===== config.mk =====
export PLATFORM = sky130hd
export DESIGN_NAME = fetch_stage
export DESIGN_NICKNAME = d
export VERILOG_FILES = /design/src/rtl/fetch_stage.sv
export SDC_FILE = /design/constraint.sdc
export NUM_CORES = 1
export LEC_CHECK = 0
export CORE_UTILIZATION = 45
export DETAILED_ROUTE_END_ITERATION = 10
export PLACE_DENSITY_LB_ADDON = 0.15
export SYNTH_ARGS = -nofsm -noshare
export SYNTH_HDL_FRONTEND = slang
export SYNTH_SLANG_ARGS = --single-unit

===== constraint.sdc =====
create_clock -name clk -period 2.6 [get_ports clk]
set_input_delay 0.39 -clock clk [delete_from_list [all_inputs] [get_ports clk]]
set_output_delay 0.39 -clock clk [all_outputs]
set_load 0.01 [all_outputs]

===== src/rtl/fetch_stage.sv =====
// fetch_stage
//   Instruction fetch front end. Owns the fetch PC, keeps at most one
//   instruction-memory read in flight, and parks each returned word in a
//   single-entry output register until the instruction queue takes it.
//   Conditional branches with a negative offset are predicted taken; every
//   other instruction, including JAL/JALR, is fetched sequentially and left
//   for branch resolution to correct through a redirect.
//
// Ports
//   clk, rst_n            clock, asynchronous active-low reset
//   imem_addr   [31:0]    read address, always the fetch PC
//   imem_rmask  [3:0]     4'hf in the single cycle a request issues
//   imem_rdata  [31:0]    read data, qualified by imem_resp
//   imem_resp             one-cycle response pulse
//   redirect_valid        one-cycle pulse: restart fetch at redirect_pc
//   redirect_pc [31:0]    redirect target (word aligned)
//   fetch_ready           instruction queue can accept
//   fetch_valid           output register holds an instruction
//   fetch_inst  [31:0]    instruction word
//   fetch_pc    [31:0]    address of fetch_inst
//   fetch_predict_branch  fetch_inst was predicted taken
//   state_dbg   [1:0]     FSM state (0 idle, 1 wait, 2 discard)
//
// Handshakes
//   Queue side: an instruction moves to the queue on a cycle where
//   fetch_valid and fetch_ready are both 1. fetch_valid never drops and the
//   fetch_* payload never changes while the register is full and not yet
//   accepted, except when a redirect flushes it.
//   Memory side: a request is the single cycle with imem_rmask=4'hf; the
//   memory answers later with exactly one imem_resp pulse. No second request
//   issues until that response has been seen.
module fetch_stage #(
  parameter logic [31:0] RESET_PC = 32'h1eceb000
) (
  input  logic        clk,
  input  logic        rst_n,
  output logic [31:0] imem_addr,
  output logic [3:0]  imem_rmask,
  input  logic [31:0] imem_rdata,
  input  logic        imem_resp,
  input  logic        redirect_valid,
  input  logic [31:0] redirect_pc,
  input  logic        fetch_ready,
  output logic        fetch_valid,
  output logic [31:0] fetch_inst,
  output logic [31:0] fetch_pc,
  output logic        fetch_predict_branch,
  output logic [1:0]  state_dbg
);

  typedef enum logic [1:0] {
    S_IDLE    = 2'd0,
    S_WAIT    = 2'd1,
    S_DISCARD = 2'd2
  } state_t;

  state_t      state;
  logic [31:0] pc;

  logic        issue;
  logic        transfer;
  logic        is_bwd_branch;
  logic [31:0] b_imm;
  logic [31:0] next_pc;

  assign transfer = fetch_valid & fetch_ready;

  // A request may only go out when its response is guaranteed a free output
  // register: either the register is empty or it drains this cycle. rst_n
  // keeps the strobe quiet while reset is held, since the state already
  // reads IDLE then.
  assign issue = rst_n & (state == S_IDLE) & ~redirect_valid &
                 (~fetch_valid | fetch_ready);

  assign imem_addr  = pc;
  assign imem_rmask = issue ? 4'hf : 4'h0;
  assign state_dbg  = state;

  // B-type immediate; bit 31 of the word is the sign, so a set bit 31 on a
  // conditional branch means a backward target.
  assign b_imm = {{20{imem_rdata[31]}}, imem_rdata[7], imem_rdata[30:25],
                  imem_rdata[11:8], 1'b0};
  assign is_bwd_branch = (imem_rdata[6:0] == 7'b1100011) & imem_rdata[31];
  assign next_pc = is_bwd_branch ? (pc + b_imm) : (pc + 32'd4);

  always_ff @(posedge clk or negedge rst_n) begin
    if (!rst_n) begin
      state                <= S_IDLE;
      pc                   <= RESET_PC;
      fetch_valid          <= 1'b0;
      fetch_inst           <= 32'h0;
      fetch_pc             <= 32'h0;
      fetch_predict_branch <= 1'b0;
    end else if (redirect_valid) begin
      // Flush wins over everything else this cycle. A response that is still
      // on its way becomes stale and must be swallowed in DISCARD; one that
      // arrives right now is simply dropped.
      pc          <= redirect_pc;
      fetch_valid <= 1'b0;
      if (state == S_WAIT) begin
        state <= imem_resp ? S_IDLE : S_DISCARD;
      end
    end else begin
      if (transfer) begin
        fetch_valid <= 1'b0;
      end
      unique case (state)
        S_IDLE: begin
          // A response here has no request behind it and is ignored.
          if (issue) begin
            state <= S_WAIT;
          end
        end
        S_WAIT: begin
          if (imem_resp) begin
            // Overrides the drain above: the slot freed by a same-cycle
            // transfer is refilled on this edge.
            fetch_valid          <= 1'b1;
            fetch_inst           <= imem_rdata;
            fetch_pc             <= pc;
            fetch_predict_branch <= is_bwd_branch;
            pc                   <= next_pc;
            state                <= S_IDLE;
          end
        end
        S_DISCARD: begin
          if (imem_resp) begin
            state <= S_IDLE;
          end
        end
        default: state <= S_IDLE;
      endcase
    end
  end

endmodule

**Word-level counts from Yosys, hierarchy flattened**

Index checks and enable logic that the tools add are counted.

- Add/subtract/negate cells: 2
- Equality and inequality tests: 6
- Reductions and logical operators: 7
- Mux-type cells: 15
- Bitwise logic cells: 8

Operator list:

| cell | number |
|---|---|
| $mux 32 | 4 |
| $add 32x3->32 const B | 1 |
| $add 32x32->32 | 1 |
| $mux 2 | 5 |
| $eq 7x7->1 const B | 1 |
| $reduce_and 3->1 | 2 |
| $and 1x1->1 | 5 |
| $mux 1 | 4 |
| $mux 4 | 1 |
| $pmux 2 s2 | 1 |
| $reduce_bool 2->1 | 2 |
| $ne 3x1->1 const B | 1 |
| $ne 3x3->1 const B | 1 |
| $eq 2x1->1 const B | 1 |
| $eq 2x2->1 const B | 1 |
| $logic_not 2->1 | 1 |
| $ne 2x1->1 const B | 1 |
| $not 1->1 | 2 |
| $reduce_and 2->1 | 1 |
| $reduce_or 2->1 | 1 |
| $or 1x1->1 | 1 |

- Logic and storage cells: 44
- Bits in registers: 100

**Depth between registers and ports, before layout**

- Word-level depth: 7
- Depth in mapped cells: 11

**Worst setup path after synthesis**

Ideal clock, no wire load.

- Path kind: reg-to-reg
- Start point: register pc[1] (netlist: imem_addr[1])
- End point: register pc[23] (netlist: imem_addr[23])
- Buffers on the path: 0
- Arrival time: 2.425 ns
- Data required time: 2.522 ns
- Setup time: 0.078 ns
- Setup slack: 0.097 ns
- Stages on the path, launching flop included: 12
- Cells stage by stage: dfrtp_1 ha_1 inv_1 fa_1 nor2b_1 o21ai_0 a21oi_1 a21oi_2 o31a_1 a211oi_1 mux2i_1 nor2_1

- Word-level cells in the longest chain between the ends: 5
- Elaborated cells between the ends (all ways): 6
- Those cells by class: add/sub (2); mux (4)

RTL lines:

| element | RTL line | text |
|---|---|---|
| from (decl) | 58 | `logic [31:0] pc;` |
| from (signal assigned) | 98 | `pc <= redirect_pc;` |
| from (signal assigned) | 122 | `pc <= next_pc;` |
| $add 32x3->32 / $add 32x32->32 (equally long branches) | 84 | `assign next_pc = is_bwd_branch ? (pc + b_imm) : (pc + 32'd4);` |
| $mux 32 * | 84 |  |
| $mux 32 * | 115 | `if (imem_resp) begin` |
| $mux 32 * | 107 | `unique case (state)` |
| $mux 32 * | 94 | `end else if (redirect_valid) begin` |

Every way passes the cells marked *; elsewhere a longest branch is shown, timed or not. The select of a mux whose other input is x is not followed.
A chain may end at the register's enable or synchronous reset.

**Worst setup path after layout**

- Start point: register pc[3] (netlist: imem_addr[3])
- End point: register pc[24] (netlist: imem_addr[24])

Same word-level chain as after synthesis.

==> impl_metrics.tcl <==
set metrics [dict create \
    status "finished, final reports clean" \
    synth-simple-area-share 0.2611 \
    max_freq_ghz 0.3912 \
    vias 7044 \
    hold_class "in -> reg" \
    synth_seq_area_share 0.3840 \
    antenna_found_initial 0 \
    track_usage 0.2962 \
    placedCellCount 1272 \
    fp.dieW_um 122.7 \
    grt_pass1_vias 6545 \
    synth_top_family_by_area "simple AND/OR/NAND/NOR gates" \
    endpoint_kind "flop" \
    rows 43 \
    post_dp_cell_area_um2 9403 \
    drt-total-wl_mm 22.01 \
    cts_tree "yes" \
    wl_per_cell_um 17.07 \
    drc 0 \
    ctsRootBufferMaster "clkbuf_16" \
    routed.top_layer "met4" \
    synth_edf_count 0 \
    wl_met2_mm 9.838 \
    yosys_warnings 0 \
    setup_violations 0 \
    start_kind "flop" \
    finClkSkew_ns 0.01254 \
    clk_path_buf_depth 2 \
    clkSinkCount 100 \
    antennaDiodeCount 0 \
    dieArea_um2 15050 \
    whs_ns 0.3289 \
    finalCritPeriodShare 0.9832 \
    via_per_inst 5.460 \
    postSynth.asyncResetShare 1.000 \
    power.density_nw_per_um2 771.8 \
    leakagePower_nw 4.498 \
    ys.flop_type "dfrtp_1" \
    maxCapViolations 0 \
    grt_max_degree 55 \
    portBuffers 172 \
    fin_area_um2 9854 \
    fin_crit_ns 2.556 \
    grt_pass1_wl_mm 33.99 \
    first_pass_iters 4 \
    p_total_mw 7.605 \
    m1WireLength_mm 10.24 \
    max_slew_margin 0.5503 \
    numCtsBuffers 9 \
    avgSynthCellArea_um2 7.945 \
    hpwlAfterDp_mm 16.57 \
    synthXorXnorAreaFrac 0.03608 \
    postRouteAntennaNets 0 \
    wl_met3_mm 1.512 \
    worst_slew_pin_slew_ns 0.6745 \
    cp.arrival_ns 2.78 \
    required_ns 2.82 \
    core-area_um2 14040 \
    muxShareOfSynthArea 0.01107 \
    start_util 0.4668 \
    synth.distinct_cells 69 \
    critPathMaxFanout 6 \
    peakVddDrop_v 0.0004288 \
    drive_gt1_frac 0.1919 \
    drv_slew 0 \
    synth_fa_ha_area_frac 0.06604 \
    synth_area_um2 6555 \
    synth_compound_area_frac 0.2031 \
    die_h_um 122.7 \
    layout.cells.non_filler 1290 \
    gp_congestion 0.9520 \
    drt_iter0_markers 427 \
    finalHoldViolCount 0 \
    yosys_register_bits 100 \
    grt-ovfl-total 0 \
    layout.nets 1208 \
    cts.clk_slew.worst_paths_ns 0.08 \
    syn_inst 825 \
    area_growth_pct 50.33 \
    cts.htree.levels 3 \
    clock_latency_ns 0.37 \
    syn_nets 928 \
    pin_count 173 \
    critPathKind "reg -> reg" \
]
-- cells in the mapped netlist (5+ instances only) --
| master | instances | area (um^2) |
|---|---|---|
| mux2i_1 | 5 | 50.05 |
| xnor2_1 | 18 | 157.7 |
| nand4_1 | 11 | 68.82 |
| buf_4 | 6 | 45.04 |
| o31ai_1 | 5 | 37.54 |
| a21oi_1 | 67 | 335.3 |
| nor2b_1 | 7 | 43.79 |
| nor3_1 | 12 | 60.06 |
| nand2_1 | 260 | 975.9 |
| clkbuf_1 | 27 | 101.4 |
| a21o_1 | 16 | 120.1 |
| a211oi_1 | 6 | 45.04 |
| dfrtp_1 | 88 | 2202 |
| a31oi_1 | 10 | 62.56 |
| ha_1 | 33 | 412.9 |
| o21bai_1 | 6 | 45.04 |
| nand2b_1 | 8 | 50.05 |
| o21ai_0 | 56 | 280.3 |
| buf_2 | 7 | 35.03 |
| nand3_1 | 17 | 85.08 |
| inv_1 | 13 | 48.80 |
| xor2_1 | 9 | 78.83 |
| o21a_1 | 6 | 45.04 |
| o221ai_1 | 5 | 43.79 |
| dfstp_2 | 12 | 315.3 |
| o211ai_1 | 5 | 37.54 |
| nor2_1 | 43 | 161.4 |
-- worst max-delay path, cell delays in order, from the launching register on --
cell,delay (ns)
dfrtp_1,0.42
buf_4,0.17
ha_1,0.19
nand3_1,0.22
nor4_4,0.38
buf_4,0.23
nand3_1,0.11
a21oi_1,0.16
nor2b_1,0.06
o31ai_1,0.33
o31ai_1,0.14
-- what timing repair did --
action                                 in CTS  in global routing
setup endpoints to repair                  13                 15
hold buffers                                1                  0
gates resized for setup                    13                 18
pin swaps                                   5                 11
gates cloned                                0                  0
endpoints found under the hold margin       4                  0
buffers inserted                            1                  1
-- final timing paths --
| kind | endpoint | cells past startpoint | startpoint | slack (ns) |
|---|---|---|---|---|
| worst max register to register | imem_addr[24] | 10 | imem_addr[3] | 0.04 |
| min in group asynchronous | state_dbg[0] | 2 | rst_n | 0.37 |
| worst max-delay path | imem_addr[24] | 10 | imem_addr[3] | 0.04 |
| worst min register to register | fetch_inst[20] | 2 | fetch_inst[20] | 0.48 |
| worst min-delay path | fetch_inst[10] | 3 | imem_rdata[10] | 0.33 |
| max in group asynchronous | imem_addr[2] | 4 | rst_n | 0.75 |
-- flip-flops by register name, indices dropped and copies added (netlist names) --
name and cells:
imem_addr 32, fetch_pc 32, fetch_valid 1, fetch_inst 32
fetch_predict_branch 1, state_dbg 2
-- routing by layer --
layer | global-route usage | vias to the layer above
met3 | 0.05623 | 35
li1 | - | 3434
met2 | 0.4544 | 261
met5 | 0 | -
met1 | 0.4185 | 3314
met4 | 0.09527 | 0
-- kinds of logic (layout without fill, tap and decap cells) --
family,after synthesis,in the layout
fa+ha+maj,34,34
mux,7,7
xor+xnor,27,27
simple gates,389,389
flops,100,100
buf+inv,57,342
compound gates,211,211
-- cell usage in the layout, fill, tap and decap left out, types with 4 or more instances in the layout --
cell type	Yosys	layout
a21o_1	16	16
mux2i_1	5	5
nor3_1	12	12
a31oi_1	10	8
dfstp_2	12	12
nand4_1	11	11
o21ai_0	56	52
nand3_1	17	17
xnor2_1	18	18
o221ai_1	5	4
a21oi_1	67	64
nor2_1	43	42
o21a_1	6	6
nand2_1	260	260
clkinv_8	0	4
o31ai_1	5	5
ha_1	33	30
nand2b_1	8	7
xor2_1	9	9
o211ai_1	5	5
o21bai_1	6	6
inv_1	13	12
buf_4	6	135
clkbuf_16	0	9
buf_12	0	4
a211oi_1	6	5
clkdlybuf4s50_1	0	167
dfrtp_1	88	87
nor2b_1	7	6
-- through the flow --
step,setup slack [ns],TNS (ns),utilization
after floorplan,0.09662,0,-
after detailed placement,-0.5111,-11.19,0.6696
after global placement,-0.5578,-10.35,0.6696
final,0.04356,0,0.7018
after CTS,0.001525,0,0.6962
after global routing,-0.01282,-0.01761,0.7018
-- cell type report --
cell class | instances | area [um^2]
fill | 1162 | 4188
multi-input combinational | 668 | 3913
timing repair buffer | 313 | 2833
sequential | 100 | 2519
clock buffer | 9 | 225.2
tap | 180 | 225.2
clock inverter | 7 | 91.34
inverter | 13 | 48.80
-- where the power goes --
part / internal (mW) / switching [mW]
clock: 0.692 / 0.728
combinational: 1.98 / 1.75
sequential: 2.12 / 0.336
Power figures use the tool's default switching activity.
==> RTL edit, RTL diff (same flow settings) <==
Reset style: synchronous (`rst_n`), changed in one clocked block. Comments in the files are not updated.
--- a/src/rtl/fetch_stage.sv
+++ b/src/rtl/fetch_stage.sv
@@ -83,7 +83,7 @@
   assign is_bwd_branch = (imem_rdata[6:0] == 7'b1100011) & imem_rdata[31];
   assign next_pc = is_bwd_branch ? (pc + b_imm) : (pc + 32'd4);
 
-  always_ff @(posedge clk or negedge rst_n) begin
+  always_ff @(posedge clk) begin
     if (!rst_n) begin
       state                <= S_IDLE;
       pc                   <= RESET_PC;
Behaviour: differs if rst_n is asserted again (counterexample within 4 cycles, from zero or initial values and one cycle with rst_n low); with rst_n held inactive, the same outputs for 4 cycles.
==> RTL edit against the unedited design <==
  * Sequential share of layout area decreased by 5.5 points
  * Area after synthesis is 1.8% higher
  * Register-to-register slack better by 96 ps
  * Count of clock-buffer cells in the layout increased by 1
  * Final cell count rose by 4.3%
  * Routed wire length up 9.5%
  * Worst setup slack improved by 49 ps
  * Core utilization is 1.1 points lower
  * Sequential cell count unchanged
  * Non-clock buffer count up 14
  * Cell area is 1.5% higher
Power is not compared: it rests on default switching activity, and its combinational part moved more than twofold at a synthesized area within 25%.
==> RTL edit: results (changes against the unedited design) <==
| Metric | Value |
|---|---|
| Outcome | completed |
| Vias in the first global route | 7186 (+9.8%) |
| Final hold slack | 365 ps (+35.8 ps) |
| Hold_sp | imem_rdata[25] |
| Post-Synth XOR/XNOR Area | 3.54% (-0.063 points) |
| Met2 WL | 11500 um (+17%) |
| 1st-iter DRT viols | 550 (+29%) |
| Met3 Wirelength | 1680 um (+11%) |
| Global-route wire length before repair | 37100 um (+9.0%) |
| CP Launch Point | imem_rdata[7] |
| CTS max path bufs | 2 (unchanged) |
| Post-synth top cells | nand2_1, dfxtp_1, a21boi_0 |
| Largest net degree at the start of global routing | 66 (+20%) |
| Distinct cell type count after synthesis | 82 (+19%) |
| Wire per inst | 17.9 um (+5.0%) |
| Crit-path leading delay family | buffers and inverters |
| Crit Reg-Reg Endpoint | imem_addr[31]$_SDFFE_PN0P_ |
| Nets | 1259 (+4.2%) |
| Multiplexer share of the synthesized area | 1.20% (+0.093 points) |
| Total track usage | 31.7% (+2.1 points) |
| Clk_skew | 12.5 ps (-0.0726 ps) |
| Hold Path Sink | fetch_inst[25]$_SDFFE_PN0P_ |
| Slowest stage delay, CP | 480 ps (+60 ps) |
| Vias | 7650 (+8.6%) |
| Rel. slew slack | 55.0% (about the same) |
| Initial antenna violation count | 1 (+1) |
| Peak supply drop | approximately 0.37 mV |
| Worst-path fanout max | 3 (-3) |
| Post-synthesis async set-or-reset flop share | 0% (-100 points) |
| Worst reg2reg path depth | 12 (+2) |
| GP Congestion | 0.949 (-0.36%) |
| Seq/Total Area, Yosys | 30.0% (-8.4 points) |
| R2R setup slack | 140 ps (+100 ps) |
| Hold Path Stages | 3 (unchanged) |
| Leakage | 3.85 nW |
| Hold Path Class | in2reg |
| Pre-antenna DRT Iters | 7 (+3) |
| Share of cells above drive strength 1 | 18.9% (-0.24 points) |
| Metal-1 WL | 9820 um (-4.1%) |
| RR Startpoint | imem_addr[1]$_SDFFE_PN0P_ |
| Post-CTS Resized | 14 (+1) |
| Post-DP HPWL | 18000 um (+8.6%) |
| Most area-consuming cells after synthesis | dfxtp_1, nand2_1, a21boi_0, ha_1, a21oi_1 |
| Compound-Gate Fraction of Synth Area | 28.0% (+7.7 points) |
| Post-route ant nets | 0 (unchanged) |
| Slowest cell on the critical path | clkdlybuf4s50_1 |
| CTS buffer count | 9 (unchanged) |
| Setup WS pre-CTS | -448 ps (+63.3 ps) |
| Post-CTS Setup Repair Bufs | 2 (+1) |
| Syn_nets | 983 (+5.9%) |
| Synth Area in Adders | 6.49% (-0.12 points) |
## RTL edit: final cells by class
class                           instances  area (sq um)
Clock buffer                           10           229
Inverter                               14          52.6
Fill cell                            1232          4480
Multi-Input combinational cell        704          4460
Clock inverter                          6          52.6
Tap cell                              184           230
Sequential cell                       100          2000
Timing Repair Buffer                  327          2970
## RTL edit: routing by layer
metal | GRT usage, % | up-vias
met4 | 16.3 | 0
met5 | 0 | -
li1 | - | 3710
met3 | 6.50 | 72
met1 | 39.2 | 3558
met2 | 52.0 | 310
## RTL edit: how the worst max path moves through the flow
stage	endpoint	slack (ps)	cells after the start
floorplan	imem_addr[31]$_SDFFE_PN0P_	130	9
global placement	imem_addr[31]$_SDFFE_PN0P_	-440	12
detailed placement	imem_addr[31]$_SDFFE_PN0P_	-450	12
CTS	imem_addr[29]$_SDFFE_PN0P_	50	10
global route	imem_addr[21]$_SDFFE_PN0P_	6	11
finish	imem_addr[18]$_SDFFE_PN1P_	90	11
## RTL edit: cell families after synthesis
kind of cell / count (synthesis)
multiplexers: 8
AO/OA/AOI/OAI: 272
buffers and inverters: 76
XOR/XNOR: 27
AND/OR/NAND/NOR: 363
adder cells (fa/ha/maj): 34
flip-flops: 100
## RTL edit: where the power goes
| group | internal [mW] | switching (mW) |
|---|---|---|
| Combinational | 0.656 | 0.639 |
| Clock | 0.670 | 0.659 |
| Sequential | 1.58 | 0.0420 |
## RTL edit: through the flow
step           utilization [%]  setup TNS [ps]  area [sq um]  total power [mW]  cells
2_1_floorplan                -               0          6670              2.24    880
4_1_cts                   68.6               0          9930              4.22   1343
3_3_place_gp              65.8           -6830          9520              2.86   1324
6_report                  69.1               0         10000              4.24   1345
5_1_grt                   69.1               0         10000              4.44   1345
3_5_place_dp              65.8           -7410          9520              2.87   1324
